==> src/rtl/ldpc_pkg.sv <==
// Shared definitions for LDPC check-node and variable-node blocks.
//   - FSM state encodings used by the frame-level decoders
//   - default LLR width
//   - symmetric LLR clamp, clamped magnitude and saturating add helpers.
//     They work on 32-bit signed containers with the real width passed
//     as an argument, so every block can reuse them whatever its LLR_W
//     is (LLR_W must stay below 32).
package ldpc_pkg;

  localparam int LLR_W_DEF = 8;

  localparam logic [1:0] ST_LOAD   = 2'd0;
  localparam logic [1:0] ST_UPDATE = 2'd1;
  localparam logic [1:0] ST_DONE   = 2'd2;

  // Largest representable LLR of width w in the symmetric range.
  function automatic logic signed [31:0] llr_max(input int w);
    return (32'sd1 <<< (w - 1)) - 32'sd1;
  endfunction

  // Map the single asymmetric code -2^(w-1) onto -(2^(w-1)-1).
  function automatic logic signed [31:0] clamp_sym(input logic signed [31:0] a,
                                                   input int w);
    logic signed [31:0] lim;
    lim = llr_max(w);
    return (a < -lim) ? -lim : a;
  endfunction

  // |a| limited to 2^(w-1)-1, so it always fits in w-1 bits.
  function automatic logic [31:0] abs_clamp(input logic signed [31:0] a,
                                            input int w);
    logic signed [31:0] m;
    m = (a < 0) ? -a : a;
    if (m > llr_max(w)) m = llr_max(w);
    return m;
  endfunction

  // a + b with one guard bit, saturated to +/-(2^(w-1)-1).
  function automatic logic signed [31:0] sat_add(input logic signed [31:0] a,
                                                 input logic signed [31:0] b,
                                                 input int w);
    logic signed [32:0] s;
    logic signed [32:0] lim;
    s   = {a[31], a} + {b[31], b};
    lim = (33'sd1 <<< (w - 1)) - 33'sd1;
    if (s > lim)       s = lim;
    else if (s < -lim) s = -lim;
    return s[31:0];
  endfunction

endpackage

==> src/rtl/spc_min2_tracker.sv <==
// Streaming two-minimum tracker for a min-sum check node.
// For every enabled sample it folds the sample's sign into a running
// parity and keeps the two smallest magnitudes plus the index of the
// smallest. Ties keep the earlier index, so min2 may equal min1.
// Ports:
//   clk, rst   clock, synchronous active-low reset
//   clear      restart tracking (takes priority over en)
//   en         sample valid this cycle
//   llr        signed sample, idx its position in the frame
//   min1/min2  smallest / second smallest magnitude (init all-ones)
//   idx1       position of min1
//   sgn_par    XOR of all sample signs so far
module spc_min2_tracker
  import ldpc_pkg::*;
#(
  parameter int LLR_W = LLR_W_DEF,
  parameter int IDX_W = 3
) (
  input  logic                    clk,
  input  logic                    rst,
  input  logic                    clear,
  input  logic                    en,
  input  logic signed [LLR_W-1:0] llr,
  input  logic [IDX_W-1:0]        idx,
  output logic [LLR_W-2:0]        min1,
  output logic [LLR_W-2:0]        min2,
  output logic [IDX_W-1:0]        idx1,
  output logic                    sgn_par
);

  logic [LLR_W-2:0] mag;

  always_comb begin
    mag = (LLR_W-1)'(abs_clamp(32'(llr), LLR_W));
  end

  always_ff @(posedge clk) begin
    if (!rst || clear) begin
      min1    <= '1;
      min2    <= '1;
      idx1    <= '0;
      sgn_par <= 1'b0;
    end else if (en) begin
      sgn_par <= sgn_par ^ llr[LLR_W-1];
      if (mag < min1) begin
        min2 <= min1;
        min1 <= mag;
        idx1 <= idx;
      end else if (mag < min2) begin
        min2 <= mag;
      end
    end
  end

endmodule

==> src/rtl/spc_minsum_decoder.sv <==
// Min-sum decoder for one single-parity-check LDPC check node.
// A frame of N_VAR channel LLRs is loaded serially, then each variable
// gets its extrinsic message (min magnitude of the others, parity of the
// other signs) added to its channel LLR, one variable per cycle. The
// finished frame is published with a one-cycle done pulse.
// Ports:
//   clk, rst    clock, synchronous active-low reset
//   in_valid    in_llr valid; in_ready high only while loading
//   in_llr      channel LLR, frame order 0..N_VAR-1, positive => bit 0
//   done        one-cycle pulse when bits/post_llr/parity_ok update
//   bits        hard decisions, bit i = variable i
//   post_llr    posterior LLR i at [i*LLR_W +: LLR_W], saturated
//   parity_ok   1 when the hard decisions satisfy the check
// Build option: define OFFSET_MINSUM_EN for offset min-sum (extrinsic
// magnitude reduced by OFFSET, floored at 0); otherwise plain min-sum.
module spc_minsum_decoder
  import ldpc_pkg::*;
#(
  parameter int N_VAR  = 8,
  parameter int LLR_W  = LLR_W_DEF,
  parameter int OFFSET = 1
) (
  input  logic                     clk,
  input  logic                     rst,
  input  logic                     in_valid,
  output logic                     in_ready,
  input  logic signed [LLR_W-1:0]  in_llr,
  output logic                     done,
  output logic [N_VAR-1:0]         bits,
  output logic [N_VAR*LLR_W-1:0]   post_llr,
  output logic                     parity_ok
);

  localparam int               IDX_W = $clog2(N_VAR);
  localparam logic [IDX_W-1:0] LAST  = IDX_W'(N_VAR - 1);
  localparam logic [LLR_W-2:0] OFF_V = (LLR_W-1)'(OFFSET);

  logic [1:0]              state;
  logic [IDX_W-1:0]        count;
  logic                    accept;
  logic signed [LLR_W-1:0] llr_buf [N_VAR];
  logic [N_VAR*LLR_W-1:0]  post_acc;
  logic [N_VAR-1:0]        bits_acc;

  logic [LLR_W-2:0]        min1;
  logic [LLR_W-2:0]        min2;
  logic [IDX_W-1:0]        idx1;
  logic                    sgn_par;

  logic signed [LLR_W-1:0] cur;
  logic [LLR_W-2:0]        emag_raw;
  logic [LLR_W-2:0]        emag;
  logic                    esgn;
  logic signed [LLR_W:0]   ext_mag;
  logic signed [LLR_W:0]   ext;
  logic signed [LLR_W-1:0] sum;
  logic                    offset_unused;

  assign in_ready      = (state == ST_LOAD);
  assign accept        = in_valid && in_ready;
  assign offset_unused = ^OFF_V;

  spc_min2_tracker #(
    .LLR_W (LLR_W),
    .IDX_W (IDX_W)
  ) u_tracker (
    .clk     (clk),
    .rst     (rst),
    .clear   (state == ST_DONE),
    .en      (accept),
    .llr     (in_llr),
    .idx     (count),
    .min1    (min1),
    .min2    (min2),
    .idx1    (idx1),
    .sgn_par (sgn_par)
  );

  // Update datapath: count doubles as the variable index during UPDATE.
  always_comb begin
    cur      = llr_buf[count];
    emag_raw = (count == idx1) ? min2 : min1;
`ifdef OFFSET_MINSUM_EN
    emag     = (emag_raw > OFF_V) ? (emag_raw - OFF_V) : '0;
`else
    emag     = emag_raw;
`endif
    esgn     = sgn_par ^ cur[LLR_W-1];
    ext_mag  = {2'b00, emag};
    ext      = esgn ? -ext_mag : ext_mag;
    sum      = LLR_W'(sat_add(32'(cur), 32'(ext), LLR_W));
  end

  // Control and published outputs.
  always_ff @(posedge clk) begin
    if (!rst) begin
      state     <= ST_LOAD;
      count     <= '0;
      done      <= 1'b0;
      bits      <= '0;
      post_llr  <= '0;
      parity_ok <= 1'b0;
    end else begin
      done <= 1'b0;
      case (state)
        ST_LOAD: begin
          if (accept) begin
            if (count == LAST) begin
              count <= '0;
              state <= ST_UPDATE;
            end else begin
              count <= count + 1'b1;
            end
          end
        end
        ST_UPDATE: begin
          if (count == LAST) begin
            count <= '0;
            state <= ST_DONE;
          end else begin
            count <= count + 1'b1;
          end
        end
        ST_DONE: begin
          done      <= 1'b1;
          bits      <= bits_acc;
          post_llr  <= post_acc;
          parity_ok <= ~^bits_acc;
          state     <= ST_LOAD;
        end
        default: begin
          state <= ST_LOAD;
          count <= '0;
        end
      endcase
    end
  end

  // Frame buffer and per-variable results; held until overwritten.
  always_ff @(posedge clk) begin
    if (accept) begin
      llr_buf[count] <= LLR_W'(clamp_sym(32'(in_llr), LLR_W));
    end
    if (state == ST_UPDATE) begin
      post_acc[count*LLR_W +: LLR_W] <= sum;
      bits_acc[count]                <= sum[LLR_W-1];
    end
  end

endmodule

==> config.mk <==
export PLATFORM = sky130hd
export DESIGN_NAME = spc_minsum_decoder
export DESIGN_NICKNAME = d
export VERILOG_FILES = /design/src/rtl/ldpc_pkg.sv /design/src/rtl/spc_min2_tracker.sv /design/src/rtl/spc_minsum_decoder.sv
export SDC_FILE = /design/constraint.sdc
export NUM_CORES = 1
export LEC_CHECK = 0
export CORE_MARGIN = 3
export CORE_UTILIZATION = 56
export DETAILED_ROUTE_END_ITERATION = 8
export PLACE_DENSITY = 0.78
export REMOVE_ABC_BUFFERS = 1
export SYNTH_ARGS = -nofsm -noshare
export SYNTH_HDL_FRONTEND = slang
export SYNTH_SLANG_ARGS = --single-unit
==> constraint.sdc <==
create_clock -name clk -period 5.83 [get_ports clk]
set_input_delay 1.4575 -clock clk [delete_from_list [all_inputs] [get_ports clk]]
set_output_delay 1.4575 -clock clk [all_outputs]
set_load 0.03 [all_outputs]
==> impl_metrics.ini, run 1 <==
[global_route]
gr-total-overflow = 0
grt_use_total_pct = 22.40
antenna_found_initial = 0
grt-busiest-layer = met2
grtUsageMet3_pct = 3.551
grt_pass1_vias = 6877
grt_use_met1_pct = 29.81
met2_usage_pct = 38.21
grt_max_degree = 57
grt_pass1_wl_um = 36060

[place]
placement.cell_area_mm2 = 0.01118
io_buffers = 85
place_ws_ns = 0.6723
place.gp.congestion = 1.010
hpwl_um = 15460

[pwr]
ir_drop_v = 0.0002281
p_sw_w = 0.001210
total_power_w = 0.004056
power_frac_seq_pct = 44.8
power_density_mw_per_mm2 = 341.4
leakagePower_nw = 4.250
p_comb_share_pct = 21.1
power.clock.fraction_pct = 34.2
netSwitchingFraction_pct = 29.84
p_int_w = 0.002846

[clocking]
cts_root_buf = clkbuf_16
cts.sinks = 236
postCtsHoldBufs = 0
cts_made_buffers = 23
htreeDepth = 1
clk_latency_ns = 0.52
cts_setup_buffers = 0
path_clk_slew_ns = 0.06
cts_tree = done
clockBufferDepth = 3
cts_resized = 0

[routing]
finalWirelength_um = 22130
dr.pass1.iters = 6
initialDrtViolationCount = 550
ant_nets = 0
vias_per_cell = 6.123
routed-via-count = 6827
drc = 0
drt-wirelength-per-cell_um = 19.85

[timing]
period_share_pct = 84.58
final-setup-viol-count = 0
setup_ws_ns = 0.8987
maxSlewHeadroom_pct = 26.66
skew_ns = 0.009749
period_needed_ns = 4.931
max_freq_mhz = 202.8
finalHoldViolCount = 0
worst_slew_pin_slew_ns = 1.098
slew_viol_final = 0
rsz0062_at_grt = no

[logic_synthesis]
synth_top_family_by_area = compound AO/OA/AOI/OAI gates
synth_edf_count = 136
synth_cells = 796
ys_seq_area_share_pct = 60.11
synth_fa_ha_area_share_pct = 3.782
synthFlopType = edfxtp_1
synth_compound_area_share_pct = 16.10
synthMuxAreaShare_pct = 6.945
synth_xor_area_share_pct = 2.237
postSynthAreaPerCell_um2 = 12.72
synth_area_mm2 = 0.01012
ys_seq_elements = 236
async_reset_ff_share_pct = 0
yosysUniqueCellTypes = 63
synth_simple_gate_area_share_pct = 7.600
yosysWarnings = 0

[critical_path]
path_max_fanout = 13
startpoint_type = flop
critPathArrivalTime_ns = 5.17
end_kind = flop
critical_path_class = flop to flop
required_ns = 6.07

[cells_and_area]
num-fill-cells = 1219
multiInputGateArea_mm2 = 0.003732
syn2layout_area_growth_pct = 17.34
num_antenna_cells = 0
final_nets = 915
utilization_pct = 67.98
regArea_mm2 = 0.006086
layout-drive-gt1-share_pct = 10.34
final_cell_area_mm2 = 0.01188

[floorplanning]
dieHeight_um = 140.5
pin_count = 86
die-area_mm2 = 0.01973
dieWidth_um = 140.5
start_util_pct = 57.93
core_area_mm2 = 0.01748
fp-row-count = 48

[hold_path]
hp-class = flop to flop

[run_status]
status = completed

[job]
max_cap_violations = 0
## worst max-delay path: stages (launching register included)
cell	delay [ns]
dfxtp_1	0.34
xor2_2	0.19
nor3_4	0.33
buf_4	0.29
mux2i_1	0.28
ha_1	0.29
nor2_1	0.09
xnor2_1	0.22
ha_1	0.32
nor2b_1	0.18
o31a_1	0.26
o41a_1	0.40
a31o_1	0.25
a311o_2	0.48
a41oi_2	0.55
a21oi_1	0.17
## power by group through the flow
stage / clock network (W) / logic, W / registers [W]
2_1_floorplan: 0 / 0.000584 / 0.00185
3_3_place_gp: 0 / 0.000806 / 0.00185
3_5_place_dp: 0 / 0.000836 / 0.00185
4_1_cts: 0.00140 / 0.000844 / 0.00182
5_1_grt: 0.00148 / 0.000928 / 0.00182
6_report: 0.00139 / 0.000854 / 0.00182
## final timing paths
kind	end	cells after the start	slack, ns	from
setup / recovery	post_acc[36]$_DFFE_PP_	15	0.90	u_tracker.idx1[2]$_SDFFE_PP0P_
hold / removal	post_llr[44]$_SDFFE_PN0P_	1	0.45	post_acc[44]$_DFFE_PP_
setup reg to reg	post_acc[36]$_DFFE_PP_	15	0.90	u_tracker.idx1[2]$_SDFFE_PP0P_
hold reg to reg	post_llr[44]$_SDFFE_PN0P_	1	0.45	post_acc[44]$_DFFE_PP_
## synthesized netlist by cell type (3+ instances only)
| library cell | number | area share, % |
|---|---|---|
| a2111oi_0 | 3 | 0.26 |
| a211oi_1 | 10 | 0.74 |
| a21o_1 | 3 | 0.22 |
| a21oi_1 | 40 | 2.0 |
| a22o_1 | 74 | 6.4 |
| a31oi_1 | 27 | 1.7 |
| a41oi_2 | 4 | 0.64 |
| and2_1 | 5 | 0.31 |
| and3_1 | 3 | 0.19 |
| buf_1 | 9 | 0.33 |
| buf_2 | 6 | 0.30 |
| buf_4 | 3 | 0.22 |
| clkbuf_1 | 27 | 1.0 |
| dfxtp_1 | 100 | 20 |
| edfxtp_1 | 136 | 40 |
| ha_1 | 29 | 3.6 |
| inv_1 | 34 | 1.3 |
| mux2_2 | 11 | 1.2 |
| mux2i_1 | 19 | 1.9 |
| mux4_2 | 16 | 3.6 |
| nand2_1 | 41 | 1.5 |
| nand2b_1 | 4 | 0.25 |
| nand3_1 | 11 | 0.54 |
| nand4_1 | 3 | 0.19 |
| nor2_1 | 53 | 2.0 |
| nor2b_1 | 10 | 0.62 |
| nor3_1 | 12 | 0.59 |
| nor4_1 | 4 | 0.25 |
| o211ai_1 | 17 | 1.3 |
| o21a_1 | 6 | 0.44 |
| o21ai_0 | 12 | 0.59 |
| o31ai_1 | 4 | 0.30 |
| or2_2 | 3 | 0.19 |
| or3_1 | 3 | 0.19 |
| xnor2_1 | 19 | 1.6 |
| xor2_1 | 5 | 0.43 |
## state kept, by name, indices dropped and copies added, names as in the netlist, 3 cells and up, named ones only
register,flops
post_acc,64
count,3
u_tracker.idx1,3
post_llr,64
bits,8
u_tracker.min2,7
u_tracker.min1,7
llr_buf,64
bits_acc,8
## cell type report
| type | count | share of cell area [%] |
|---|---|---|
| clock buffers | 28 | 5.003 |
| clock inverters | 13 | 0.8636 |
| inverters | 34 | 1.074 |
| multi-input cells | 480 | 31.42 |
| flip-flops and latches | 236 | 51.23 |
| well taps | 225 | 2.370 |
| repair buffers | 99 | 8.046 |
## layer usage
metal	up-vias	share of wire (%)
met5	-	0
met4	0	2.0
met3	40	6.4
met2	255	49
met1	3335	42
li1	3197	-
## placed cells by master (no fill, tap or decap), types with 4 or more instances in the layout
cell             count
clkbuf_1             5
clkinv_1             5
mux2_2              11
edfxtp_1           136
nor3_1              12
nand2b_1             4
a31oi_1             27
mux4_2              16
ha_1                29
o211ai_1            17
clkbuf_16           23
o31ai_1              4
a22o_1              74
nand2_1             41
a211oi_1            10
buf_4               14
dfxtp_1            100
a41oi_2              4
xnor2_1             19
clkdlybuf4s50_1     85
o21ai_0             11
and2_1               4
o21a_1               6
nor4_1               4
nor2b_1             10
a21oi_1             40
nor2_1              52
mux2i_1             19
xor2_1               5
nand3_1             11
inv_1               34
clkinv_2             5
## stage by stage
stage / TNS [ns] / hold slack [ns] / std cells
final: 0 / 0.4544 / 1115
after global routing: 0 / 0.4705 / 1115
after CTS: 0 / 0.4553 / 1115
after detailed placement: 0 / 0.4407 / 1074
after global placement: 0 / 0.4378 / 1074
after floorplan: -59.82 / 0.4358 / 750
## kinds of logic (layout without fill, tap and decap cells)
| group | count (synthesis) | count (layout) |
|---|---|---|
| flops | 236 | 236 |
| compound gates | 216 | 216 |
| simple gates | 161 | 161 |
| buf+inv | 80 | 174 |
| mux | 48 | 48 |
| fa+ha+maj | 30 | 30 |
| xor+xnor | 25 | 25 |
No activity file was read; power rests on OpenSTA's default activity.
==> run 2: changes to the inputs <==
Settings changed: CORE_UTILIZATION 56 to 52, PLACE_DENSITY 0.78 to 0.76.
Clock period 5.83 ns to 4.4 ns, I/O delays scaled along.
==> run 2 against run 1 <==
Against the previous run: largest cell class unchanged; clock power grew 36%; combinational power grew 52%; critical path depth shrank 2; clock-buffer cell count grew 7; design area grew 3.9%; sequential power grew 32%; via count grew 0.23%; largest power group unchanged; critical endpoint is now u_tracker.min1[3]$_SDFFE_PP1P_; wire length shrank 2.5%.
==> impl_metrics.ini, run 2 (same netlist as run 1, synthesis figures left out) <==
[run_status]
status = completed

[cells_and_area]
top_regs = llr_buf x64, post_acc x64, post_llr x64
num_antenna_cells = 0
final_nets = 953
fin_cells = 1190
layout-drive-gt1-share_pct = 14.84
layout_common_cells = edfxtp_1 (136), dfxtp_1 (99), clkdlybuf4s50_1 (85), a22o_1 (74), nor2_1 (52)
syn2layout_area_growth_pct = 21.94
final_common_cell = edfxtp_1
num-fill-cells = 1445
utilization_pct = 65.34

[routing]
met3_length_um = 1303
finalWirelength_um = 21580
drc = 0
wl_met1_um = 9522
top_layer = met5
initialDrtViolationCount = 567
vias_per_cell = 5.750
routed-via-count = 6843
wl_met2_um = 10300
dr.pass1.iters = 5
drt-wirelength-per-cell_um = 18.13
ant_nets = 0

[critical_path]
worstSetupStartpoint = in_llr[0]
required_ns = 4.83
cp_slowest_cell = o311ai_1
path_buf_inv = 4
end_kind = flop
cp_cell_sequence = clkdlybuf4s50_1 -> inv_1 -> ha_1 -> inv_1 -> o41ai_1 -> o21ai_0 -> ha_1 -> a211o_1 -> o311ai_1 -> and2_1 -> buf_4 -> nand2_1 -> o211ai_1
max_stage_delay_ns = 0.77
endpoint = u_tracker.min1[3]$_SDFFE_PP1P_
r2r_cells = 15
critical_path_depth = 13
critPathArrivalTime_ns = 4.60
crit_family = compound AO/OA/AOI/OAI gates
startpoint_type = input pin
r2r_end = post_acc[29]$_DFFE_PP_
critical_path_class = input pin to flop
path_max_fanout = 12
rrSetupSlack_ns = 0.28

[global_route]
grt_pass1_wl_um = 34500
grt_max_degree = 57
grt_pass1_vias = 6614
gr-total-overflow = 0
antenna_found_initial = 1
grt_use_total_pct = 19.55

[place]
dp_cells = 1144
io_buffers = 85
place.gp.congestion = 0.8627
hpwl_um = 14740

[timing]
period_needed_ns = 4.171
finalHoldViolCount = 0
skew_ns = 0.01441
slew_viol_final = 0
maxSlewHeadroom_pct = 40.19
rsz0062_at_grt = no
max_freq_mhz = 239.8
final-setup-viol-count = 0
tns_ns = 0
worst_slew_pin_slew_ns = 0.8832
period_share_pct = 94.80

[job]
max_cap_violations = 0

[pwr]
p_int_w = 0.003969
power.clock.fraction_pct = 33.8
leakagePower_nw = 4.484
p_sw_w = 0.001621
p_comb_share_pct = 23.2
ir_drop_v = 0.0003161
power_frac_seq_pct = 43.0
netSwitchingFraction_pct = 29.00
power_density_mw_per_mm2 = 452.8

[clocking]
cts_made_buffers = 24
cts.sinks = 236
path_clk_slew_ns = 0.06
cts_tree = done
htreeDepth = 1
clockBufferDepth = 3
clk_latency_ns = 0.51
cts_root_buf = clkbuf_16
postCtsHoldBufs = 0

[floorplanning]
dieHeight_um = 145.5
dieWidth_um = 145.5
core_area_mm2 = 0.01889
die-area_mm2 = 0.02118
fp-row-count = 50
start_util_pct = 53.59
pin_count = 86

[hold_path]
worstHoldPathCells = 1
hp-class = flop to flop
-- run 2: changes by cell type in the layout (fill, tap and decap cells not counted), sizes merged --
cell / before / now
clkinvlp: 0 / 2
buf: 14 / 51
clkbuf: 28 / 35
bufinv: 1 / 0
clkinv: 11 / 6
-- run 2: worst reg2reg max path, delay by kind of cell (launching register included) --
kind | cells | cell delay [ns]
buffers and inverters | 2 | 0.34
XOR/XNOR | 2 | 0.40
flip-flops | 1 | 0.37
adder cells (fa/ha/maj) | 1 | 0.32
multiplexers | 2 | 0.75
AND/OR/NAND/NOR | 2 | 0.52
AO/OA/AOI/OAI | 6 | 1.15
-- run 2: repair_timing --
item	in CTS	in global routing
setup endpoints to repair	0	65
gates resized for setup	0	6
setup buffers	0	2
-- run 2: final cells by class --
cell class              instances  area, um^2  area share, %
well taps                     260       325.3          2.635
multi-input cells             480        3761          30.47
inverters                      34       127.6          1.034
clock buffers                  35       681.9          5.523
flip-flops and latches        236        6087          49.31
repair buffers                136        1296          10.50
clock inverters                 9       66.31         0.5371
-- run 2: metal layers --
metal	GRT usage [%]	up-vias
met5	0	-
met4	4.843	2
met3	3.519	39
met2	32.46	227
met1	26.99	3297
li1	-	3278
-- run 2: worst min path at each step --
stage	startpoint	to	slack, ns
2_1_floorplan	post_acc[0]$_DFFE_PP_	post_llr[0]$_SDFFE_PN0P_	0.44
3_3_place_gp	post_acc[49]$_DFFE_PP_	post_llr[49]$_SDFFE_PN0P_	0.44
3_5_place_dp	post_acc[35]$_DFFE_PP_	post_llr[35]$_SDFFE_PN0P_	0.44
4_1_cts	post_acc[1]$_DFFE_PP_	post_llr[1]$_SDFFE_PN0P_	0.45
5_1_grt	post_acc[56]$_DFFE_PP_	post_llr[56]$_SDFFE_PN0P_	0.47
6_report	post_acc[59]$_DFFE_PP_	post_llr[59]$_SDFFE_PN0P_	0.45
-- run 2: power groups by stage --
stage	Combinational (W)	Sequential (W)	Clock, W
floorplan	0.000773	0.00245	0
global placement	0.00123	0.00245	0
detailed placement	0.00125	0.00245	0
CTS	0.00126	0.00240	0.00192
global route	0.00141	0.00240	0.00200
finish	0.00130	0.00240	0.00189
-- run 2: per-stage QoR --
step           cell area (um^2)  power [W]  setup slack [ns]  hold WS [ns]
3_5_place_dp              11550   0.003701           -0.2462        0.4399
6_report                  12350   0.005590            0.2290        0.4531
2_1_floorplan              9926   0.003222            -2.584        0.4358
4_1_cts                   12300   0.005586           0.06199        0.4499
3_3_place_gp              11550   0.003680           -0.1474        0.4370
5_1_grt                   12350   0.005811           0.02247        0.4655
==> run 3: changes to the inputs <==
Settings changed: ABC_AREA set to 1.
==> run 3 against run 2 <==
Against the previous run: critical path depth increased by 12; sequential share of layout area up 1.6 points; design area decreased by 3.2%; via count increased by 6.0%; clock skew is 0.0011 ns higher; critical path type is now flop to flop.
==> impl_metrics.ini, run 3 <==
[routing]
dr.pass1.iters = 5
drc = 0
finalWirelength_um = 22200
initialDrtViolationCount = 606
drt-wirelength-per-cell_um = 16.96
routed-via-count = 7254
vias_per_cell = 5.542
ant_nets = 0

[job]
max_cap_violations = 0

[cells_and_area]
layout_common_cells = nor2_1 (147), edfxtp_1 (136), nand2_1 (111), dfxtp_1 (100), clkdlybuf4s50_1 (85)
num_antenna_cells = 0
multiInputGateArea_mm2 = 0.003496
final_common_cell = nor2_1
num-fill-cells = 1470
fin_cells = 1309
syn2layout_area_growth_pct = 19.48
top_regs = llr_buf x64, post_acc x64, post_llr x64
layout-drive-gt1-share_pct = 10.20
regArea_mm2 = 0.006086
final_nets = 1072
final_cell_area_mm2 = 0.01196

[pwr]
p_int_w = 0.003866
ir_drop_v = 0.0003343
p_sw_w = 0.001665
power_frac_seq_pct = 43.6
p_comb_share_pct = 22.7
netSwitchingFraction_pct = 30.10
leakagePower_nw = 4.641
total_power_w = 0.005531
power_density_mw_per_mm2 = 462.6
power.clock.fraction_pct = 33.7

[hold_path]
hp-start = post_acc[34]$_DFFE_PP_
worstHoldPathCells = 1
hp-class = flop to flop
min_to = post_llr[34]$_SDFFE_PN0P_

[logic_synthesis]
synth.area.top_cells = edfxtp_1 (41%), dfxtp_1 (20%), a22o_1 (6.3%)
synth_area_mm2 = 0.01001
synth_commonest_cells = nor2_1 (149), edfxtp_1 (136), nand2_1 (111)
synth_cells = 931
ys_seq_elements = 236
synth_area_leader_cell = edfxtp_1
synth_most_common_cell = nor2_1
yosys.area.top_type_share_pct = 40.81
async_reset_ff_share_pct = 0
ys_seq_area_share_pct = 60.82
synthFlopType = edfxtp_1
yosysWarnings = 0
synth_edf_count = 136
postSynthAreaPerCell_um2 = 10.75
yosysUniqueCellTypes = 46

[clocking]
cts_made_buffers = 24
cts_setup_buffers = 0
cts.sinks = 236
postCtsHoldBufs = 0
htreeDepth = 1
cts_root_buf = clkbuf_16
clk_latency_ns = 0.51
cts_tree = done
path_clk_slew_ns = 0.06
clockBufferDepth = 3

[timing]
worst_slew_pin_slew_ns = 0.9836
rsz0062_at_grt = no
final-setup-viol-count = 0
period_needed_ns = 3.954
skew_ns = 0.01552
finalHoldViolCount = 0
max_freq_mhz = 252.9
hold_ws_ns = 0.4512
period_share_pct = 89.87
tns_ns = 0
maxSlewHeadroom_pct = 34.18
slew_viol_final = 0

[floorplanning]
pin_count = 86
core_area_mm2 = 0.01883
fp-row-count = 50
dieWidth_um = 144.7
die-area_mm2 = 0.02095
start_util_pct = 53.14
dieHeight_um = 144.7

[global_route]
grt_pass1_vias = 6769
grt_pass1_wl_um = 35290
grt_max_degree = 65
grt_use_total_pct = 21.22
antenna_found_initial = 0
gr-total-overflow = 0

[critical_path]
r2r_cells = 25
r2r_end = post_acc[10]$_DFFE_PP_
max_stage_delay_ns = 0.45
critPathArrivalTime_ns = 4.31
path_buf_inv = 2
startpoint_type = flop
rrSetupSlack_ns = 0.45
path_max_fanout = 15
crit_path_frequent_cell = nand2_1
critical_path_depth = 25
required_ns = 4.76
crit_family = simple AND/OR/NAND/NOR gates
critical_path_class = flop to flop
cp_slowest_cell = dfxtp_1
end_kind = flop

[place]
hpwl_um = 15430
placement.cell_area_mm2 = 0.01122
dp_cells = 1265
io_buffers = 85
place.gp.congestion = 0.8381

[run_status]
status = completed
[run 3: power groups by stage]
stage	sequential, W	clock [W]	combinational (W)
6_report	0.00241	0.00186	0.00126
5_1_grt	0.00241	0.00198	0.00139
4_1_cts	0.00241	0.00189	0.00124
3_5_place_dp	0.00246	0	0.00124
3_3_place_gp	0.00245	0	0.00122
2_1_floorplan	0.00246	0	0.000864
[run 3: metrics by stage]
stage	utilization, %	setup slack (ns)
floorplan	-	-0.2588
CTS	63.45	0.3166
finish	63.50	0.4455
global placement	59.60	0.1695
global route	63.50	0.03378
detailed placement	59.60	0.07149
[run 3: cell families (layout without fill, tap and decap cells)]
kind of cell             after synthesis  in the layout  share of synthesized area (%)
AO/OA/AOI/OAI                        199            199                          14.02
buffers and inverters                107            225                          4.413
flip-flops                           236            236                          60.82
AND/OR/NAND/NOR                      341            341                          15.17
XOR/XNOR                              18             18                          1.763
adder cells (fa/ha/maj)               30             30                          3.826
[run 3: final cells by class]
cell class              instances  area share (%)
flip-flops and latches        236           50.90
multi-input cells             588           29.24
clock inverters                 6          0.3453
well taps                     260           2.721
clock buffers                  38           5.714
repair buffers                110           8.790
inverters                      71           2.292
[run 3: how the worst max path moves through the flow]
stage,from,to,slack [ns]
after floorplan,rst,u_tracker.min2[1]$_SDFFE_PP1P_,-0.26
after global placement,in_llr[0],u_tracker.min2[0]$_SDFFE_PP1P_,0.17
after detailed placement,in_llr[0],u_tracker.min2[0]$_SDFFE_PP1P_,0.07
after CTS,flop,post_acc[10]$_DFFE_PP_,0.32
after global routing,flop,post_acc[5]$_DFFE_PP_,0.03
final,flop,post_acc[10]$_DFFE_PP_,0.45
[run 3: repair_timing]
action,4_1_cts,5_1_grt
gates resized for setup,0,4
endpoints found under the setup margin,0,55
endpoints found under the hold margin,0,0
[run 3: per-layer routing]
metal | track usage (%) | routed length (um)
met5 | 0 | 0
met4 | 9.131 | 886
met3 | 2.925 | 1273
met2 | 35.31 | 10660
met1 | 28.03 | 9380
